==> config.mk <==
export PLATFORM = sky130hd
export DESIGN_NAME = alu_mul_sequencer
export DESIGN_NICKNAME = d
export VERILOG_FILES = /design/src/rtl/alu_mul_sequencer.sv
export SDC_FILE = /design/constraint.sdc
export NUM_CORES = 1
export LEC_CHECK = 0
export CAP_MARGIN = 20
export CORE_ASPECT_RATIO = 1.1
export CORE_UTILIZATION = 52
export CTS_BUF_LIST = sky130_fd_sc_hd__clkbuf_4 sky130_fd_sc_hd__clkbuf_8
export DETAILED_ROUTE_END_ITERATION = 8
export GPL_ROUTABILITY_DRIVEN = 0
export PLACE_DENSITY = 0.85
export REMOVE_ABC_BUFFERS = 1
export SETUP_SLACK_MARGIN = 0.02
export SLEW_MARGIN = 15
export SYNTH_ARGS = -nofsm -noshare
export SYNTH_HDL_FRONTEND = slang
export SYNTH_SLANG_ARGS = --single-unit
==> constraint.sdc <==
create_clock -name Clock -period 6.8 [get_ports Clock]
set_input_delay 1.02 -clock Clock [delete_from_list [all_inputs] [get_ports Clock]]
set_output_delay 1.02 -clock Clock [all_outputs]
set_load 0.005 [all_outputs]
==> src/rtl/alu_mul_sequencer.sv <==
// alu_mul_sequencer
//   Multi-cycle unsigned WIDTH x WIDTH -> 2*WIDTH multiplier controller.
//   It borrows the shared 33-bit ALU and runs shift-and-add, one multiplier
//   bit per ADD/SHIFT pair. It owns the ALU for the whole operation.
//
// Ports
//   Clock       in   system clock, rising edge
//   Reset       in   asynchronous, active-high; clears all state
//   Start       in   request, sampled only in IDLE
//   OpA         in   multiplicand, latched on accept
//   OpB         in   multiplier, latched on accept
//   Busy        out  high from the cycle after accept through the last SHIFT
//   Done        out  one-cycle pulse, Product valid from this cycle
//   Product     out  result, held until the next Done
//   ALU_A       out  ALU operand A (bit 32 always 0)
//   ALU_B       out  ALU operand B (bit 32 always 0)
//   ALU_FunSel  out  ALU function select
//   ALU_WF      out  ALU flag write enable
//   ALUOut      in   ALU combinational result, low 2*WIDTH bits used
//
// state | meaning
// ------+----------------------------------------------------------
// IDLE  | waiting for Start; ALU held at PASS with flags protected
// ADD   | Acc + Mcand through the ALU when the current multiplier bit is 1
// SHIFT | Mcand << 1 through the ALU; multiplier shifted right locally
// DONE  | Product valid, Done pulsed for one cycle

module alu_mul_sequencer #(
  parameter int         WIDTH       = 16,
  parameter logic [4:0] FUNSEL_ADD  = 5'b10100,
  parameter logic [4:0] FUNSEL_LSL  = 5'b11011,
  parameter logic [4:0] FUNSEL_PASS = 5'b10000
) (
  input  logic                 Clock,
  input  logic                 Reset,
  input  logic                 Start,
  input  logic [WIDTH-1:0]     OpA,
  input  logic [WIDTH-1:0]     OpB,
  output logic                 Busy,
  output logic                 Done,
  output logic [2*WIDTH-1:0]   Product,
  output logic [32:0]          ALU_A,
  output logic [32:0]          ALU_B,
  output logic [4:0]           ALU_FunSel,
  output logic                 ALU_WF,
  input  logic [32:0]          ALUOut
);

  localparam int PW    = 2 * WIDTH;
  localparam int CNT_W = $clog2(WIDTH) + 1;
  localparam logic [CNT_W-1:0] CNT_LAST = CNT_W'(WIDTH - 1);

  typedef enum logic [1:0] {
    IDLE  = 2'd0,
    ADD   = 2'd1,
    SHIFT = 2'd2,
    DONE  = 2'd3
  } state_t;

  state_t            state;
  state_t            state_nxt;
  logic [PW-1:0]     acc;
  logic [PW-1:0]     mcand;
  logic [WIDTH-1:0]  mul_r;
  logic [CNT_W-1:0]  cnt;
  logic [PW-1:0]     alu_res;
  logic              last_iter;

  // The ALU carry (bit 32) is never needed: the product cannot overflow.
  logic unused_alu_carry;
  assign unused_alu_carry = ALUOut[32];

  assign alu_res   = ALUOut[PW-1:0];
  assign last_iter = (cnt == CNT_LAST);

  always_ff @(posedge Clock or posedge Reset) begin
    if (Reset) begin
      state   <= IDLE;
      acc     <= '0;
      mcand   <= '0;
      mul_r   <= '0;
      cnt     <= '0;
      Product <= '0;
    end else begin
      state <= state_nxt;
      case (state)
        IDLE: begin
          if (Start) begin
            acc   <= '0;
            mcand <= {{WIDTH{1'b0}}, OpA};
            mul_r <= OpB;
            cnt   <= '0;
          end
        end
        ADD: begin
          if (mul_r[0]) begin
            acc <= alu_res;
          end
        end
        SHIFT: begin
          mcand <= alu_res;
          mul_r <= mul_r >> 1;
          cnt   <= cnt + 1'b1;
          // Acc is final after the last ADD, so Product is loaded on the
          // edge that enters DONE and is already valid while Done is high.
          if (last_iter) begin
            Product <= acc;
          end
        end
        default: ;
      endcase
    end
  end

  always_comb begin
    state_nxt  = state;
    ALU_A      = '0;
    ALU_B      = '0;
    ALU_FunSel = FUNSEL_PASS;
    ALU_WF     = 1'b0;
    Busy       = 1'b0;
    Done       = 1'b0;
    case (state)
      IDLE: begin
        if (Start) begin
          state_nxt = ADD;
        end
      end
      ADD: begin
        Busy  = 1'b1;
        ALU_A = 33'(acc);
        ALU_B = 33'(mcand);
        if (mul_r[0]) begin
          ALU_FunSel = FUNSEL_ADD;
          ALU_WF     = 1'b1;
        end
        state_nxt = SHIFT;
      end
      SHIFT: begin
        Busy       = 1'b1;
        ALU_A      = 33'(mcand);
        ALU_FunSel = FUNSEL_LSL;
        state_nxt  = last_iter ? DONE : ADD;
      end
      DONE: begin
        Done      = 1'b1;
        state_nxt = IDLE;
      end
      default: state_nxt = IDLE;
    endcase
  end

endmodule

# After elaboration in Yosys (flattened, before gate mapping)
# Index checks and enable logic that the tools add are counted.
# word_totals
ff_bits	119
in_bits	68
output_inout_bits	106
word_cells	40
# op_classes
add_sub_neg	1
n_eq_ne	6
n_mux	20
reduce_logical	7
# op_table
operator	n
$pmux 32 s2	3
$mux 32	4
$pmux 16 s2	1
$mux 16	1
$pmux 5 s2	1
$pmux 2 s4	1
$pmux 4 s2	1
$add 5x1->5 const B	1
$eq 5x4->1 const B	1
$mux 5	1
$eq 2x2->1 const B	2
$mux 1	4
$mux 2	2
$ne 2x2->1 const B	2
$reduce_and 2->1	2
$reduce_bool 2->1	2
$mux 3	1
$reduce_and 3->1	1
$eq 2x1->1 const B	1
$logic_not 2->1	1
$reduce_or 2->1	1

# Logic depth before layout (Yosys ltp)
# logic_depth
depth_word	3
mapped_depth	8
mapped_depth_nobuf	6

# Worst setup path after synthesis
# Ideal clock, no wire load.
# synth_timing
path_type	reg-to-output
startpoint	reg state[0]
endpoint	out ALU_A[10]
arrival_ns	1.383
required_time_ns	5.780
slack_ns	4.397
stages_incl_launch_ff	7
n_path_buf	2
path_cell_list	dfrtp_1 > inv_1 > ha_1 > buf_4 > clkbuf_1 > a22oi_1 > nor2b_1
# synth_between
elab_chain_cells	2
word_cells_on_any_way	3
cone_classes	eq/ne: 2; mux: 1
# synth_rtl
item	line_no	text
start, declared	60	state_t state;
start signal, assigned	85	state <= state_nxt;
$eq 2x2->1 or $eq 2x1->1 (tied branches)	123	case (state)
$pmux 32 s2 *	123	
end, declared	42	output logic [32:0] ALU_A,
# Every way passes the cells marked *; elsewhere a longest branch is shown, timed or not.

# Worst setup path after layout
# layout_timing
startpoint	reg state[0]
endpoint	out ALU_A[8]
# The elaborated chain is that of the path after synthesis.

==> results.md <==
* Die Span Y at between 100 and 150 µm
* Synthesized flop and latch total at around 120
* Mean Syn Cell Area at 10.5 µm²
* Clock Power Share at between 20% and 30%
* Port bufs at between 150 and 200
* Asr flop ratio synth at 100%
* Worst setup margin at roughly 2.8 ns
* Max_cap viols at 0
* Net Switching at 1.11 mW
* Ant diodes at 0
* Sequential fraction of the synthesis area at 53.1%
* CTS root buffer: clkbuf_8
* Largest family of logic cells by synthesized area: compound AO/OA/AOI/OAI gates
* Die area at 11,200 µm²
* Setup Buffers After CTS at 0
* Minimum clock period at roughly 4.0 ns
* Die Wd at 101 µm
* VDD IR-drop max at 0.266 mV
* Iter 0 DRT Violations at 260
* Logic pwr share at 41.5%
* Clock latency on the worst-skew pair at 0.42 ns
* Mapped Area at 5610 µm²
* Synth Area in Simple Gates at 13.8%
* Prevailing post-synth register cell: dfrtp_1
* Synth area leaders: dfrtp_1, o21ai_0, mux2i_1
* Compound-gate portion of the synthesized area at between 10% and 20%
* Crit path launch type: register
* Pwr Total at approximately 3.1 mW
* Largest stage delay, worst path at roughly 0.6 ns
* Largest net degree at the start of global routing at 84
* Clock skew at between 0.01 and 0.015 ns
* Vias in the first global route at 4,781
* CTS tree: yes
* GRT overflow at 0
* Drt first pass iters at 5
* Final setup viols at 0
* Sequential Power Share at between 30% and 40%
* Total internal power at between 2 and 2.5 mW
* Final Max Tran Viols at 0
* Gr usage total at between 20% and 30%
* Bufs on Longest Clock Path at 2
* Fill cell count at 741
* Tcrit/Tclk final at between 50% and 60%
* Actual slew at the worst max-slew pin at 1.07 ns
* Share of cells above drive strength 1 at between 8 and 9%
* Critical path type: register to output pin
* Via count at 4,611
* Core area at between 10,000 and 15,000 µm²
* Critical path capture point type: output pin
* Cts hold-fix bufs at 0
* Detailed-route DRC error count at 0
* Routed WL at 14,400 µm
* RSZ-0062 raised after global routing: no
* Multiplexer share of the synthesized area at a little under 9%
* Slew margin rel. at 28.9%
* Place WS at around 3.3 ns
* Resize count post-CTS at 0
* Area Overhead vs Synth at 38.3%
* Fmax at ~0.25 GHz
* Fin nets at about 750
* Crit path cell chain: inv_1 > ha_4 > buf_4 > a22oi_1 > nor2b_1 > clkdlybuf4s50_1
* Initial antenna violation count at 0
* Clk sinks at roughly 120
* Avg WL per Cell at roughly 17 µm
* Clock transition at path regs at around 0.070 ns
* CP top delay family: buffers and inverters
* Final TNS setup at 0 ns
* Initial Util at a little over half
* Warnings, synthesis at 0
* H-tree levels at 4
* Xor and xnor area share after synthesis at 0%
* Fin. Hold Viols at 0
* Site row count at 39
* Area share of the largest cell type after synthesis at between 50% and 60%
* CP max-delay cell: buf_4
* Top-count cell post-synth: dfrtp_1
* Commonest cells post-synth: dfrtp_1, o21ai_0, nand2_1
* Cts bufs inserted at 17
* Mapped Cells at about 530
* Post-synth EDFFs at 0
* Global-route wire length before repair at roughly 24,000 µm
* P_leak at 3.34 nW
* CP required at roughly 5.8 ns
* Final antenna-violating net count at 0
* Via density at ~5.5
* DP HPWL at slightly above 9000 µm
* PwrDens at ~400 nW/µm²
* Outcome: complete, no violations
* Worst min-delay path class: register to register
* Ports at around 170
* Synth cell types at 33
* Most area-hungry cell type in the Yosys netlist: dfrtp_1
* Crit Path Max Fanout at 44
* WP data arrival at roughly 3.0 ns
* CP bufs+invs at 3
* Switch share at between 30% and 40%
* Post-Synth Adder-Cell Area at ~1.3%
==> metal layers <==
| metal | track usage (%) | vias up | wire (µm) |
|---|---|---|---|
| li1 | - | 2138 | - |
| met1 | 34.1 | 2282 | 5860 |
| met2 | 46.7 | 168 | 7270 |
| met3 | 7.31 | 23 | 1030 |
| met4 | 9.76 | 0 | 291 |
| met5 | 0 | - | 0 |
==> power groups by stage <==
stage | combinational, mW | clock, mW | sequential (mW)
2_1_floorplan | 0.770 | 0 | 1.04
5_1_grt | 1.43 | 0.790 | 1.11
4_1_cts | 1.29 | 0.756 | 1.08
3_5_place_dp | 1.28 | 0 | 1.09
3_3_place_gp | 1.24 | 0 | 1.07
6_report | 1.30 | 0.746 | 1.08
==> placed cells by master (no fill, tap or decap), types with 3 or more instances in the layout <==
cell type	n
ha_1	4
buf_4	4
clkbuf_4	3
o21ai_0	66
a22oi_1	33
o21ai_1	4
clkinv_2	4
clkdlybuf4s50_1	169
dfrtp_1	119
inv_1	21
nand4_1	17
mux2_2	15
mux2i_1	31
nand2_1	55
nor2b_1	33
and2_1	35
conb_1	3
a22o_1	32
bufinv_16	5
clkbuf_8	20
==> area by class of cell <==
class	count	area, µm²	share of cell area (%)
clock buffer	23	298	3.84
clock inverter	9	170	2.19
inverter	22	85.1	1.10
multi-input combinational	344	2310	29.8
sequential	119	2980	38.4
tap	143	179	2.31
timing repair buffer	174	1740	22.4
==> sequential cells by signal, summed over array words and instances, names as in the netlist <==
name,flops
mcand,32
Product,32
state,2
mul_r,16
cnt,5
acc,32
==> metrics by stage <==
step | hold WS (ns) | util [%] | cell area, µm² | cells
6_report | 0.482 | 74.3 | 7760 | 834
5_1_grt | 0.503 | 74.3 | 7760 | 834
4_1_cts | 0.485 | 74.2 | 7740 | 833
3_5_place_dp | 0.471 | 69.7 | 7280 | 801
3_3_place_gp | 0.463 | 69.7 | 7280 | 801
2_1_floorplan | 0.450 | - | 5350 | 485
==> worst paths after layout <==
check,slack [ns],cells past startpoint,from,to
hold / removal,0.48,2,mul_r[3],mul_r[3]
setup / recovery,2.82,6,state[0],ALU_A[8]
hold reg to reg,0.48,2,mul_r[3],mul_r[3]
min in group asynchronous,1.12,2,Reset,mul_r[2]
max in group asynchronous,4.49,3,Reset,mcand[31]
setup reg to reg,4.04,6,state[0],cnt[2]
==> worst register-to-register path, delay by kind of cell, from the launching register on <==
kind,cells,cell delay [ns]
buffers and inverters,2,0.75
AOI/OAI and AO/OA,1,0.24
adders and majority gates,1,0.31
DFF,1,0.44
muxes,1,0.78
and+or+nand+nor,1,0.13
==> kinds of logic (layout without fill, tap and decap cells) <==
| group | Yosys count | count (layout) |
|---|---|---|
| AOI/OAI and AO/OA | 141 | 141 |
| adders and majority gates | 6 | 6 |
| buffers and inverters | 72 | 228 |
| DFF | 119 | 119 |
| muxes | 47 | 47 |
| other | 2 | 3 |
| and+or+nand+nor | 147 | 147 |
Note: power is estimated with default switching activity, not from simulation.
